$ cat src/rtl/uart_rx_cfg.sv
// uart_rx_cfg: parametrised UART receiver with 16x oversampling and
// 3-sample majority vote. Flags parity and framing errors and delivers each
// character with a single-cycle valid pulse (no backpressure).
module uart_rx_cfg #(
    parameter int CLK_HZ     = 125_000_000,
    parameter int BAUD       = 115200,
    parameter int OVERSAMPLE = 16,
    parameter int DATA_BITS  = 8,
    parameter int PARITY     = 0,
    parameter int STOP_BITS  = 1
) (
    input  logic                 clk,
    input  logic                 rst_n,
    input  logic                 rx,
    output logic [DATA_BITS-1:0] data_out,
    output logic                 valid,
    output logic                 parity_err,
    output logic                 frame_err,
    output logic                 busy
);

    localparam int DIV = CLK_HZ / (BAUD * OVERSAMPLE);
    localparam int M   = OVERSAMPLE / 2;
    localparam int DCW = (DIV > 1) ? $clog2(DIV) : 1;
    localparam int SCW = $clog2(OVERSAMPLE);
    localparam int BCW = $clog2(DATA_BITS + 1);

    localparam logic [DCW-1:0] DIV_LAST  = DCW'(DIV - 1);
    localparam logic [SCW-1:0] SMP_LAST  = SCW'(OVERSAMPLE - 1);
    localparam logic [SCW-1:0] SMP_A     = SCW'(M - 1);
    localparam logic [SCW-1:0] SMP_B     = SCW'(M);
    localparam logic [SCW-1:0] SMP_C     = SCW'(M + 1);
    localparam logic [BCW-1:0] DATA_LAST = BCW'(DATA_BITS - 1);
    localparam logic [BCW-1:0] STOP_LAST = BCW'(STOP_BITS - 1);

    typedef enum logic [2:0] {
        S_IDLE,
        S_START,
        S_DATA,
        S_PARITY,
        S_STOP
    } state_t;

    state_t               state_q, state_d;
    logic                 rx_meta_q, rx_sync_q, rx_prev_q;
    logic [1:0]           settle_q;
    logic [DCW-1:0]       div_cnt_q;
    logic [SCW-1:0]       smp_cnt_q;
    logic                 vote0_q, vote1_q;
    logic [BCW-1:0]       bit_cnt_q, bit_cnt_d;
    logic [DATA_BITS-1:0] shift_q, shift_d;
    logic                 perr_q, perr_d;
    logic                 ferr_q, ferr_d;
    logic [DATA_BITS-1:0] data_out_q, data_out_d;
    logic                 valid_q, valid_d;
    logic                 parity_err_q, parity_err_d;
    logic                 frame_err_q, frame_err_d;

    logic fall, start_fall, tick, decide, bit_val;

    // The settle counter masks the 1->0 step seen while the reset-time 1s
    // drain out of the synchroniser, so a line held low at reset release
    // does not look like a start edge.
    assign fall       = (settle_q == 2'd3) && rx_prev_q && !rx_sync_q;
    assign start_fall = (state_q == S_IDLE) && fall;
    assign tick       = (div_cnt_q == DIV_LAST);
    assign decide     = tick && (smp_cnt_q == SMP_C);
    assign bit_val    = (vote0_q & vote1_q) | (vote0_q & rx_sync_q) | (vote1_q & rx_sync_q);

    // Two-flop synchroniser, edge register and post-reset settle counter
    always_ff @(posedge clk or negedge rst_n) begin
        if (!rst_n) begin
            rx_meta_q <= 1'b1;
            rx_sync_q <= 1'b1;
            rx_prev_q <= 1'b1;
            settle_q  <= 2'd0;
        end else begin
            rx_meta_q <= rx;
            rx_sync_q <= rx_meta_q;
            rx_prev_q <= rx_sync_q;
            if (settle_q != 2'd3) settle_q <= settle_q + 2'd1;
        end
    end

    // Tick divider and per-bit sample counter, realigned on the start edge
    always_ff @(posedge clk or negedge rst_n) begin
        if (!rst_n) begin
            div_cnt_q <= '0;
            smp_cnt_q <= '0;
        end else if (start_fall) begin
            div_cnt_q <= '0;
            smp_cnt_q <= '0;
        end else if (tick) begin
            div_cnt_q <= '0;
            smp_cnt_q <= (smp_cnt_q == SMP_LAST) ? '0 : smp_cnt_q + 1'b1;
        end else begin
            div_cnt_q <= div_cnt_q + 1'b1;
        end
    end

    // Capture the first two mid-bit samples; the third is live at the decision
    always_ff @(posedge clk or negedge rst_n) begin
        if (!rst_n) begin
            vote0_q <= 1'b0;
            vote1_q <= 1'b0;
        end else if (tick) begin
            if (smp_cnt_q == SMP_A) vote0_q <= rx_sync_q;
            if (smp_cnt_q == SMP_B) vote1_q <= rx_sync_q;
        end
    end

    // FSM state, frame accumulators and output registers
    always_ff @(posedge clk or negedge rst_n) begin
        if (!rst_n) begin
            state_q      <= S_IDLE;
            bit_cnt_q    <= '0;
            shift_q      <= '0;
            perr_q       <= 1'b0;
            ferr_q       <= 1'b0;
            data_out_q   <= '0;
            valid_q      <= 1'b0;
            parity_err_q <= 1'b0;
            frame_err_q  <= 1'b0;
        end else begin
            state_q      <= state_d;
            bit_cnt_q    <= bit_cnt_d;
            shift_q      <= shift_d;
            perr_q       <= perr_d;
            ferr_q       <= ferr_d;
            data_out_q   <= data_out_d;
            valid_q      <= valid_d;
            parity_err_q <= parity_err_d;
            frame_err_q  <= frame_err_d;
        end
    end

    // Next-state and output logic; FSM returns to IDLE at the last stop
    // decision (mid-bit) so an early next start edge is still caught
    always_comb begin
        state_d      = state_q;
        bit_cnt_d    = bit_cnt_q;
        shift_d      = shift_q;
        perr_d       = perr_q;
        ferr_d       = ferr_q;
        data_out_d   = data_out_q;
        valid_d      = 1'b0;
        parity_err_d = parity_err_q;
        frame_err_d  = frame_err_q;
        case (state_q)
            S_IDLE: begin
                if (fall) begin
                    state_d   = S_START;
                    bit_cnt_d = '0;
                    perr_d    = 1'b0;
                    ferr_d    = 1'b0;
                end
            end
            S_START: begin
                if (decide) state_d = bit_val ? S_IDLE : S_DATA;
            end
            S_DATA: begin
                if (decide) begin
                    shift_d = {bit_val, shift_q[DATA_BITS-1:1]};
                    if (bit_cnt_q == DATA_LAST) begin
                        bit_cnt_d = '0;
                        state_d   = (PARITY != 0) ? S_PARITY : S_STOP;
                    end else begin
                        bit_cnt_d = bit_cnt_q + 1'b1;
                    end
                end
            end
            S_PARITY: begin
                if (decide) begin
                    // odd parity wants an overall XOR of 1, even wants 0
                    perr_d  = (PARITY == 1) ? ~((^shift_q) ^ bit_val) : ((^shift_q) ^ bit_val);
                    state_d = S_STOP;
                end
            end
            S_STOP: begin
                if (decide) begin
                    ferr_d = ferr_q | ~bit_val;
                    if (bit_cnt_q == STOP_LAST) begin
                        state_d      = S_IDLE;
                        valid_d      = 1'b1;
                        data_out_d   = shift_q;
                        parity_err_d = perr_q;
                        frame_err_d  = ferr_q | ~bit_val;
                    end else begin
                        bit_cnt_d = bit_cnt_q + 1'b1;
                    end
                end
            end
            default: state_d = S_IDLE;
        endcase
    end

    assign data_out   = data_out_q;
    assign valid      = valid_q;
    assign parity_err = parity_err_q;
    assign frame_err  = frame_err_q;
    assign busy       = (state_q != S_IDLE);

endmodule

$ cat config.mk
export PLATFORM = sky130hd
export DESIGN_NAME = uart_rx_cfg
export DESIGN_NICKNAME = d
export VERILOG_FILES = /design/src/rtl/uart_rx_cfg.sv
export SDC_FILE = /design/constraint.sdc
export NUM_CORES = 1
export LEC_CHECK = 0
export BUFFER_PORTS_ARGS = -buffer_cell sky130_fd_sc_hd__buf_4
export CAP_MARGIN = 20
export CORE_MARGIN = 4
export CORE_UTILIZATION = 40
export CTS_CLUSTER_DIAMETER = 120
export CTS_CLUSTER_SIZE = 25
export DETAILED_ROUTE_END_ITERATION = 12
export GPL_TIMING_DRIVEN = 0
export PLACE_DENSITY = 0.61
export SYNTH_ARGS = -nofsm -noshare
export SYNTH_HDL_FRONTEND = slang
export SYNTH_SLANG_ARGS = --single-unit
$ cat constraint.sdc
create_clock -name clk -period 3.7 [get_ports clk]
set_clock_uncertainty 0.05 [all_clocks]
set_input_delay 0.74 -clock clk [delete_from_list [all_inputs] [get_ports clk]]
set_output_delay 0.74 -clock clk [all_outputs]
set_load 0.03 [all_outputs]
# Word-level counts from Yosys, hierarchy flattened
# Cells that the tools add are included.
[totals]
reg_bits = 46
in_bits = 3
[classes]
addsub = 4
n_eq_ne = 20
n_mux = 28
n_bitwise = 8
n_reduce_logical = 21
[op_table]
columns = ["op", "n"]
rows = [
  ["two-way mux 4 bit", 8],
  ["two-way mux 3 bit", 7],
  ["!= test 2 bit (second input constant)", 9],
  ["one-hot mux 3 bit (5 select lines)", 1],
  ["two-way mux 7 bit", 2],
  ["equality test 4 bit (second input constant)", 3],
  ["one-hot mux 4 bit (3 select lines)", 1],
  ["AND reduction 3 bit", 3],
  ["adder 4 x 1 -> 4 bit (second input constant)", 2],
  ["equality test 4 x 3 -> 1 bit (second input constant)", 2],
  ["XOR reduction 8 bit", 1],
  ["adder 7 x 1 -> 7 bit (second input constant)", 1],
  ["equality test 7 bit (second input constant)", 1],
  ["AND reduction 7 bit", 1],
  ["equality test 3 x 2 -> 1 bit (second input constant)", 2],
  ["two-way mux 1 bit", 6],
  ["AND reduction 2 bit", 3],
  ["nonzero test 2 bit", 3],
  ["nonzero test 3 bit", 2],
  ["AND reduction 5 bit", 1],
  ["logical AND 1 bit", 4],
  ["logical NOT 4 bit", 1],
  ["one-hot mux 1 bit (2 select lines)", 2],
  ["bitwise AND 1 bit", 3],
  ["other kinds (10)", 12],
]

# Longest topological paths before layout
# Gate-level depths: netlist of run 1.
[depth]
word_depth = 7
mapped_depth = 8
mapped_depth_nobuf = 7

# Least setup slack after synthesis of run 1
# OpenSTA, ideal clock, no wires.
[synth_timing]
kind = "register to register"
start = "reg bit_cnt_q[0]"
end = "reg data_out_q[0], in the netlist data_out[0]"
setup_ns = 0.125
t_arrival_ns = 1.884
required_ns = 3.525
setup_slack_ns = 1.641
stages_incl_launch_ff = 8
n_path_buf = 1
cell_sequence = "dfrtp_1 > inv_1 > ha_1 > or3b_2 > nand2b_1 > nor2_1 > buf_2 > mux2_2"
[synth_via]
elab_chain_len = 2
[synth_lines]
columns = ["element", "line", "text"]
rows = [
  ["start: declaration", "50", "logic [BCW-1:0] bit_cnt_q, bit_cnt_d;"],
  ["start signal: assignment", "126", "bit_cnt_q <= bit_cnt_d;"],
  ["logical NOT 4 bit", "182", "if (bit_cnt_q == STOP_LAST) begin"],
  ["AND reduction 3 bit (no source line)", "--", ""],
  ["end signal: assignment", "130", "data_out_q <= data_out_d;"],
  ["end: declaration", "54", "logic [DATA_BITS-1:0] data_out_q, data_out_d;"],
]
# No other way between the ends.
# A chain may end at the register's enable or synchronous reset.

# Worst setup path after layout of run 1
[layout_timing]
start = "reg state_q[0]"
end = "out busy"
[layout_via]
elab_chain_len = 1
[layout_lines]
columns = ["element", "line", "text"]
rows = [
  ["start: declaration", "44", "state_t state_q, state_d;"],
  ["start signal: assignment", "125", "state_q <= state_d;"],
  ["nonzero test 3 bit", "201", "assign busy = (state_q != S_IDLE);"],
  ["end: declaration", "19", "output logic busy"],
]
# No other way between the ends.

==> summary.md, run 1 <==
| Metric | Value |
|---|---|
| Net count, final | 223 |
| RSZ-0062 raised after global routing | no |
| DRT iter0 DRCs | 46 |
| CTS root buffer | clkbuf_8 |
| Dpl ws | 1.39 ns |
| Number of synthesized flops with an enable pin | 0 |
| Sw Share | 0.268 |
| Dpl hpwl | 2620 um |
| DR pass1 iterations | 4 |
| Area grow syn2layout | 13.8% |
| Avg Inst Size Synth | 11.6 um^2 |
| Worst VDD drop | 0.294 mV |
| Hold Crit Class | reg -> reg |
| Netlist cell types | 41 |
| Crit share post-route | 0.629 |
| Grt ovf | 0 |
| Hold Buf Count CTS | 0 |
| Final WL | 3710 um |
| Worst-margin pin slew | 0.583 ns |
| GPL Wtd Cong | 0.751 |
| Cell Pwr Density | 434 mW/mm^2 |
| Sequential share of the synthesized area | 0.520 |
| Critical path required time | 2.91 ns |
| Clock-pin slew on the worst setup and hold paths | 0.09 ns |
| Worst-Skew Late Latency | 0.30 ns |
| Comb pwr share | 0.114 |
| CORE AREA | 0.00524 mm^2 |
| Critical path type | reg -> out |
| Num CTS Buffers | 5 |
| Height of the die | 82.5 um |
| Hold Vio Cnt, Final | 0 |
| Final min period | 2.33 ns |
| Starting density of the core | 0.424 |
| Int Power | 0.000802 W |
| Dpl cells | 275 |
| Antenna Nets Post-Route | 0 |
| Num rows | 26 |
| Synth top cells by count | 43 x dfrtp_1, 18 x nor2_1, 13 x mux2_2, 13 x nand2_1, 11 x xnor2_1 |
| P_sw | 0.000294 W |
| Mapped cell area | 0.00222 mm^2 |
| Outcome | complete, no violations |
| Max frequency | 430 MHz |
| CP Max Fanout | 10 |
| Synthesized flop and latch total | 46 |
| Critical Path Source Type | register |
| Asr flop ratio synth | 1.00 |
| Vias per cell | 4.87 |
| DRC violations left | 0 |
| Share of layout cells above drive strength 1 | 0.268 |
| First-pass GRT wire length | 6690 um |
| Post-CTS Setup Repair Bufs | 0 |
| Post-CTS sizing | 0 |
| Worst setup slack after layout | 1.37 ns |
| Clock share of power | 0.348 |
| Cells after synthesis | 191 |
| Diode count | 0 |
| Final Util | 0.482 |
| Area contributors post-synth | dfrtp_1 48%, mux2_2 6.6%, mux2_4 5.4%, ha_1 4.5%, xnor2_1 4.3% |
| Global-route usage over all layers | 0.129 |
| Final instance count without filler cells | 283 |
| Max-cap violations | 0 |
| WL per Instance | 13.1 um |
| TritonCTS Sinks | 46 |
| Leakage | 1.18 nW |
| Clk buf depth | 2 |
| Synth Net Count | 202 |
| Yosys warnings | 0 |
| Final setup violation count | 0 |
| Largest net degree at the start of global routing | 47 |
| PortBufs | 14 |
| CTS tree | done |
| Synth area leader | dfrtp_1 |
| Max Slew Vio Count | 0 |
| I/O pin cnt | 15 |
| Initial antenna violation count | 0 |
| Setup TNS | 0 ns |
| Die width | 82.5 um |
| H-tree levels | 2 |
| Sequential share of power | 0.538 |
| Die area | 0.00680 mm^2 |
| Pwr Total | 0.00110 W |
| Synth top area share | 0.485 |
| Vias in the first global route | 1456 |
| Data arrival, critical path | 1.54 ns |
| Critical Path End Type | output port |
| Vias post-DR | 1379 |
| Max_slew headroom | 0.611 |
| Most frequent cell after synthesis | dfrtp_1 |
| Main synth FF type | dfrtp_1 |
## through the flow
step,instance area (um^2),hold WS (ns)
2_1_floorplan,2220,0.295
3_3_place_gp,2410,0.296
3_5_place_dp,2410,0.298
4_1_cts,2520,0.312
5_1_grt,2520,0.320
6_report,2520,0.310
## final timing paths
| check | startpoint | endpoint | slack (ns) | depth (start not counted) |
|---|---|---|---|---|
| setup / recovery | state_q[0] | busy | 1.37 | 3 |
| hold reg to reg | rx_meta_q | rx_sync_q | 0.31 | 0 |
| min in group asynchronous | rst_n | settle_q[0] | 0.37 | 1 |
| hold / removal | rx_meta_q | rx_sync_q | 0.31 | 0 |
| max in group asynchronous | rst_n | div_cnt_q[5] | 2.82 | 1 |
| setup reg to reg | bit_cnt_q[0] | data_out[5] | 1.39 | 7 |
## routing by layer
metal / global-route usage / up-vias / part of all wire
li1: - / 698 / -
met1: 0.174 / 665 / 0.50
met2: 0.200 / 12 / 0.46
met3: 0.0315 / 4 / 0.026
met4: 0.0458 / 0 / 0.013
met5: 0 / - / 0
## logic make-up after synthesis
group,count (synthesis),synth area share
and+or+nand+nor,64,0.157
adders and majority gates,9,0.0496
muxes,22,0.125
xor gates and xnor gates,15,0.0592
AOI/OAI and AO/OA,23,0.0648
buffers and inverters,12,0.0242
DFF,46,0.520
## sequential cells by signal (all words and copies together) (netlist names)
signal      cells
smp_cnt_q       4
data_out        8
parity_err      1
div_cnt_q       7
frame_err       1
vote1_q         1
state_q         3
rx_meta_q       1
ferr_q          1
perr_q          1
bit_cnt_q       4
rx_sync_q       1
rx_prev_q       1
vote0_q         1
settle_q        2
valid           1
shift_q         8
## critical path, stage by stage (launching register included)
cell and delay (ns):
dfrtp_1 0.39, clkbuf_1 0.21, or3_1 0.44, buf_4 0.19
## area by class of cell
type,count,area [um^2]
timing repair buffer,14,105
fill,486,2710
inverter,8,30.0
sequential,46,1150
buffer,4,23.8
tap,70,87.6
clock inverter,3,43.8
multi-input combinational,133,1010
clock buffer,5,68.8
## power groups by stage
stage               Combinational [W]  Sequential [W]  Clock (W)
floorplan                   0.0000984        0.000588          0
global placement             0.000124        0.000596          0
detailed placement           0.000128        0.000600          0
CTS                          0.000128        0.000590   0.000397
global route                 0.000146        0.000596   0.000418
finish                       0.000125        0.000589   0.000382
## cells in the final DEF, fill, tap and decap left out, types with 2 or more instances in the layout
| master | count |
|---|---|
| a21oi_1 | 9 |
| buf_4 | 14 |
| clkbuf_1 | 2 |
| clkbuf_8 | 5 |
| dfrtp_1 | 43 |
| dfstp_2 | 3 |
| ha_1 | 8 |
| inv_1 | 8 |
| mux2_2 | 13 |
| mux2_4 | 8 |
| nand2_1 | 13 |
| nand2b_1 | 4 |
| nand3_1 | 9 |
| nand3b_1 | 2 |
| nor2_1 | 18 |
| nor2b_1 | 3 |
| nor3b_1 | 2 |
| o21ai_0 | 7 |
| or3_1 | 2 |
| xnor2_1 | 11 |
| xor2_1 | 4 |
Power figures use the tool's default switching activity.
==> inputs of run 2 (changes only) <==
Clock period 3.7 ns to 2.3 ns, I/O delays scaled along.
==> run 2 against run 1 <==
  * Final area grew 0.35%
  * Wire length grew 0.16%
  * Register-to-register slack lost 1.3 ns
  * Via count is essentially flat
  * Worst hold slack lost 0.22 ns
  * Core utilization grew 0.17 points
  * Clock-buffer cell count is the same
==> summary.md, run 2 (synthesis gave the netlist of run 1 again) <==
| Metric | Value |
|---|---|
| Setup TNS | 0 ns (unchanged) |
| Largest net degree at the start of global routing | 47 (unchanged) |
| I/O pin cnt | 15 (unchanged) |
| Critical Path Source Type | register |
| Clock share of power | 0.348 (about the same) |
| Clk buf depth | 2 (unchanged) |
| Dpl hpwl | 2620 um (unchanged) |
| Max-cap violations | 0 (unchanged) |
| Final min period | 2.20 ns |
| First-pass GRT wire length | 6690 um (unchanged) |
| Net count, final | 223 (unchanged) |
| Initial antenna violation count | 0 (unchanged) |
| Area grow syn2layout | 14.1% |
| Height of the die | 82.5 um (unchanged) |
| DRT iter0 DRCs | 44 (-4.3%) |
| PortBufs | 14 (unchanged) |
| Commonest non-fill, non-tap cell in the layout | dfrtp_1 |
| Critical path type | reg -> reg |
| Die width | 82.5 um (unchanged) |
| TritonCTS Sinks | 46 (unchanged) |
| Dpl ws | -0.0128 ns (-1.40 ns) |
| Worst VDD drop | 0.473 mV (+61%) |
| WL per Instance | 13.1 um (+0.16%) |
| Outcome | complete, no violations |
| Sequential share of power | 0.538 (about the same) |
| Num rows | 26 (unchanged) |
| Comb pwr share | 0.114 (about the same) |
| Starting density of the core | 0.424 (unchanged) |
| Worst-margin pin slew | 0.583 ns (-0.000390 ns) |
| Die area | 0.00680 mm^2 (unchanged) |
| Critical path required time | 2.44 ns (-0.47 ns) |
| Critical Path End Type | register |
| Final setup violation count | 0 (unchanged) |
| Worst-Skew Late Latency | 0.30 ns (about the same) |
| Share of layout cells above drive strength 1 | 0.272 (+0.00469) |
| Hold Buf Count CTS | 0 (unchanged) |
| Vias per cell | 4.88 (about the same) |
| GPL Wtd Cong | 0.751 (unchanged) |
| Sw Share | 0.268 (about the same) |
| R2R Path End | data_out[5] |
| RR Startpoint | bit_cnt_q[0] |
| Hold Slack | 0.0878 ns (-0.222 ns) |
| Most frequent cells in the layout | 43 x dfrtp_1, 17 x nor2_1, 14 x buf_4, 13 x nand2_1, 13 x mux2_2 |
| Max Slew Vio Count | 0 (unchanged) |
| Hold Vio Cnt, Final | 0 (unchanged) |
| Hold Crit Class | in -> async |
| Data arrival, critical path | 2.34 ns (+0.80 ns) |
| Register area | 0.00115 mm^2 (unchanged) |
| Num CTS Buffers | 5 (unchanged) |
| Max frequency | 455 MHz |
| Diode count | 0 (unchanged) |
| CTS root buffer | clkbuf_8 |
| Global-route usage over all layers | 0.129 (unchanged) |
| Setup crit end | data_out[5] |
| Cells on worst reg2reg path | 7 (unchanged) |
| Int Power | 0.00129 W (+61%) |
| P_sw | 0.000472 W (+61%) |
| Post-placement cell area | 0.00241 mm^2 (unchanged) |
| CTS tree | done |
| Vias post-DR | 1380 (+0.073%) |
| DR pass1 iterations | 4 (unchanged) |
| CORE AREA | 0.00524 mm^2 (unchanged) |
| DRC violations left | 0 (unchanged) |
| R2R Setup Slk | 0.10 ns (-1.29 ns) |
| Antenna Nets Post-Route | 0 (unchanged) |
| Fillers | 484 (-0.41%) |
| Crit share post-route | 0.956 |
| Clock-pin slew on the worst setup and hold paths | 0.09 ns (about the same) |
| Cell Pwr Density | 696 mW/mm^2 (+60%) |
| Fin area | 0.00253 mm^2 (+0.35%) |
| Max_slew headroom | 0.611 (about the same) |
| H-tree levels | 2 (unchanged) |
| Final WL | 3720 um (+0.16%) |
| Grt ovf | 0 (unchanged) |
| Critical path startpoint | bit_cnt_q[0] |
| CP Max Fanout | 10 (unchanged) |
| Multi-input logic area | 0.00101 mm^2 (+0.25%) |
| Leakage | 1.18 nW (about the same) |
| Vias in the first global route | 1456 (unchanged) |
| RSZ-0062 raised after global routing | no |
| Worst setup slack after layout | 0.102 ns (-1.27 ns) |
==> run 2: cell counts in the layout (fill, tap and decap cells not counted) <==
Identical to the previous run, type by type.
==> run 2: worst min-delay path by stage <==
stage | end | cells after the start
after floorplan | bit_cnt_q[0] | 0
after global placement | rx_sync_q | 0
after detailed placement | rx_sync_q | 0
after CTS | settle_q[0] | 1
after global routing | settle_q[0] | 1
final | settle_q[0] | 1
==> run 2: per-stage QoR <==
stage	total power [W]	utilization	cells
floorplan	0.00110	-	191
global placement	0.00116	0.461	275
detailed placement	0.00117	0.461	275
CTS	0.00179	0.483	283
global route	0.00187	0.484	283
finish	0.00176	0.484	283
==> run 2: timing repair <==
item	CTS	global route
setup buffers	0	0
hold endpoints to repair	0	0
setup endpoints to repair	8	8
gates resized for setup	1	2
==> run 2: area by class of cell <==
cell class | count | share of cell area
repair buffers | 14 | 0.0415
flip-flops and latches | 46 | 0.456
multi-input cells | 133 | 0.400
well taps | 70 | 0.0346
inverters | 8 | 0.0119
clock inverters | 3 | 0.0173
clock buffers | 5 | 0.0272
plain buffers | 4 | 0.0119
==> run 2: power groups by stage <==
stage,sequential (W),clock (W),combinational [W]
after floorplan,0.000946,0,0.000158
after global placement,0.000959,0,0.000200
after detailed placement,0.000965,0,0.000206
after CTS,0.000949,0.000638,0.000206
after global routing,0.000958,0.000672,0.000236
final,0.000948,0.000614,0.000201
==> run 2: worst max-delay path, stage by stage (launching register included) <==
cell      delay [ns]
dfrtp_1         0.41
inv_1           0.09
ha_1            0.15
or3b_2          0.47
nand2b_1        0.22
nor2_2          0.19
buf_6           0.17
mux2_2          0.34
==> run 2: routing by layer <==
metal	GRT usage	wire length, um	vias to the layer above
li1	-	-	698
met1	0.174	1880	666
met2	0.200	1690	12
met3	0.0315	96	4
met4	0.0458	49	0
met5	0	0	-
==> inputs of run 3 (changes only) <==
Settings changed: CORE_MARGIN 4 to 8.
==> run 3 against run 2 <==
  * Register-to-register slack gained 0.03 ns
  * Via count grew 0.51%
  * Worst hold slack gained 0.015 ns
  * Die area grew 20%
  * First-iteration DRC count grew 11%
  * Combinational power is essentially flat
  * Critical endpoint is now data_out[4]
==> summary.md, run 3 (synthesis gave the netlist of run 1 again) <==
| Metric | Value |
|---|---|
| Outcome | complete, no violations |
| CP cell instances | inv_1, ha_1, or3b_2, nand2b_1, nor2_2, buf_6, mux2_2 |
| Setup TNS | 0 ns (unchanged) |
| First-pass GRT wire length | 6810 um (+1.7%) |
| Die area | 0.00819 mm^2 (+20%) |
| Dpl ws | 0.00930 ns (+0.0221 ns) |
| Critical Path End Type | register |
| Hold Vio Cnt, Final | 0 (unchanged) |
| Initial antenna violation count | 0 (unchanged) |
| RR Startpoint | bit_cnt_q[0] |
| Max_slew headroom | 0.618 (+0.00694) |
| RSZ-0062 raised after global routing | no |
| Antenna Nets Post-Route | 0 (unchanged) |
| Vias post-DR | 1387 (+0.51%) |
| CORE AREA | 0.00544 mm^2 (+3.8%) |
| Hold Buf Count CTS | 0 (unchanged) |
| R2R Setup Slk | 0.14 ns (+0.03 ns) |
| DR pass1 iterations | 4 (unchanged) |
| DRT iter0 DRCs | 49 (+11%) |
| Net count, final | 223 (unchanged) |
| Leakage | 1.19 nW (+1.1%) |
| Dpl hpwl | 2650 um (+1.2%) |
| Critical Path Source Type | register |
| Largest net degree at the start of global routing | 47 (unchanged) |
| Worst setup slack after layout | 0.135 ns (+0.0329 ns) |
| Worst-Skew Late Latency | 0.30 ns (about the same) |
| Critical path startpoint | bit_cnt_q[0] |
| H-tree levels | 2 (unchanged) |
| Clk buf depth | 2 (unchanged) |
| Grt ovf | 0 (unchanged) |
| WL per Instance | 13.3 um (+1.1%) |
| Max Slew Vio Count | 0 (unchanged) |
| Vias per cell | 4.87 (-0.20%) |
| I/O pin cnt | 15 (unchanged) |
| DRC violations left | 0 (unchanged) |
| Final Util | 0.472 (-0.0119) |
| Global-route usage over all layers | 0.101 (-0.0281) |
| CP max-delay cell | or3b_2 |
| TritonCTS Sinks | 46 (unchanged) |
| CTS root buffer | clkbuf_8 |
| Critical path type | reg -> reg |
| PortBufs | 14 (unchanged) |
| Die width | 90.5 um (+9.7%) |
| Worst path bufs/invs | 2 (unchanged) |
| Final WL | 3780 um (+1.8%) |
| GPL Wtd Cong | 0.768 (+2.3%) |
| Post-placement cell area | 0.00241 mm^2 (+0.10%) |
| Final setup violation count | 0 (unchanged) |
| Worst-margin pin slew | 0.573 ns (-0.0104 ns) |
| Starting density of the core | 0.408 (-0.0157) |
| CP max stage delay | 0.47 ns (about the same) |
| Commonest non-fill, non-tap cell in the layout | dfrtp_1 |
| Worst VDD drop | 0.429 mV (-9.3%) |
| Share of layout cells above drive strength 1 | 0.272 (unchanged) |
| Data arrival, critical path | 2.31 ns (-0.03 ns) |
| Area grow syn2layout | 15.6% |
| Crit path max-delay family | simple AND/OR/NAND/NOR gates |
| Vias in the first global route | 1457 (+0.069%) |
| Hold Crit Class | in -> async |
| CP Max Fanout | 10 (unchanged) |
| Diode count | 0 (unchanged) |
| Cell Pwr Density | 735 mW/mm^2 (+5.7%) |
| Post-CTS Setup Repair Bufs | 0 (unchanged) |
| Height of the die | 90.5 um (+9.7%) |
| Clock-pin slew on the worst setup and hold paths | 0.09 ns (about the same) |
| Max frequency | 462 MHz (+1.5%) |
| Max-cap violations | 0 (unchanged) |
| Num rows | 27 (+3.8%) |
| Pwr Total | 0.00189 W (+7.0%) |
| Final min period | 2.16 ns (-0.0329 ns) |
| Fin area | 0.00257 mm^2 (+1.3%) |
| CTS tree | done |
| Crit share post-route | 0.941 (-0.0143) |
| Num CTS Buffers | 5 (unchanged) |
| Critical path required time | 2.44 ns (about the same) |
| Most frequent cells in the layout | 43 x dfrtp_1, 17 x nor2_1, 14 x buf_4, 13 x nand2_1, 13 x mux2_2 |
run 3: final timing paths:
kind / end / depth (start not counted)
max: data_out[4] / 7
min: div_cnt_q[3] / 1
max reg2reg: data_out[4] / 7
min reg2reg: rx_sync_q / 0
max in group asynchronous: bit_cnt_q[2] / 1
min in group clk: rx_meta_q / 1
run 3: through the flow:
step	hold WS (ns)	std cells
2_1_floorplan	0.114	191
6_report	0.102	285
5_1_grt	0.156	285
4_1_cts	0.121	285
3_5_place_dp	0.297	277
3_3_place_gp	0.295	277
run 3: layout make-up:
class,instances,area [um^2]
Buffer,4,30.0
Sequential cell,46,1150
Tap cell,72,90.1
Timing Repair Buffer,14,105
Clock inverter,2,60.1
Clock buffer,6,82.6
Inverter,8,30.0
Multi-Input combinational cell,133,1010
Fill cell,520,2870
run 3: per-layer routing:
metal,vias to the layer above,part of all wire,global-route usage
met2,13,0.46,0.158
met5,-,0,0
met3,6,0.024,0.0224
li1,698,-,-
met4,0,0.014,0.0458
met1,670,0.50,0.129
run 3: timing repair:
item,4_1_cts,5_1_grt
setup endpoints to repair,3,8
hold endpoints to repair,0,0
gates resized for setup,1,2
run 3: power by group:
group	internal, W	leakage, nW	switching [W]
Sequential	0.000870	0.608	0.0000711
Clock	0.000463	0.0714	0.000278
Combinational	0.0000946	0.510	0.000109
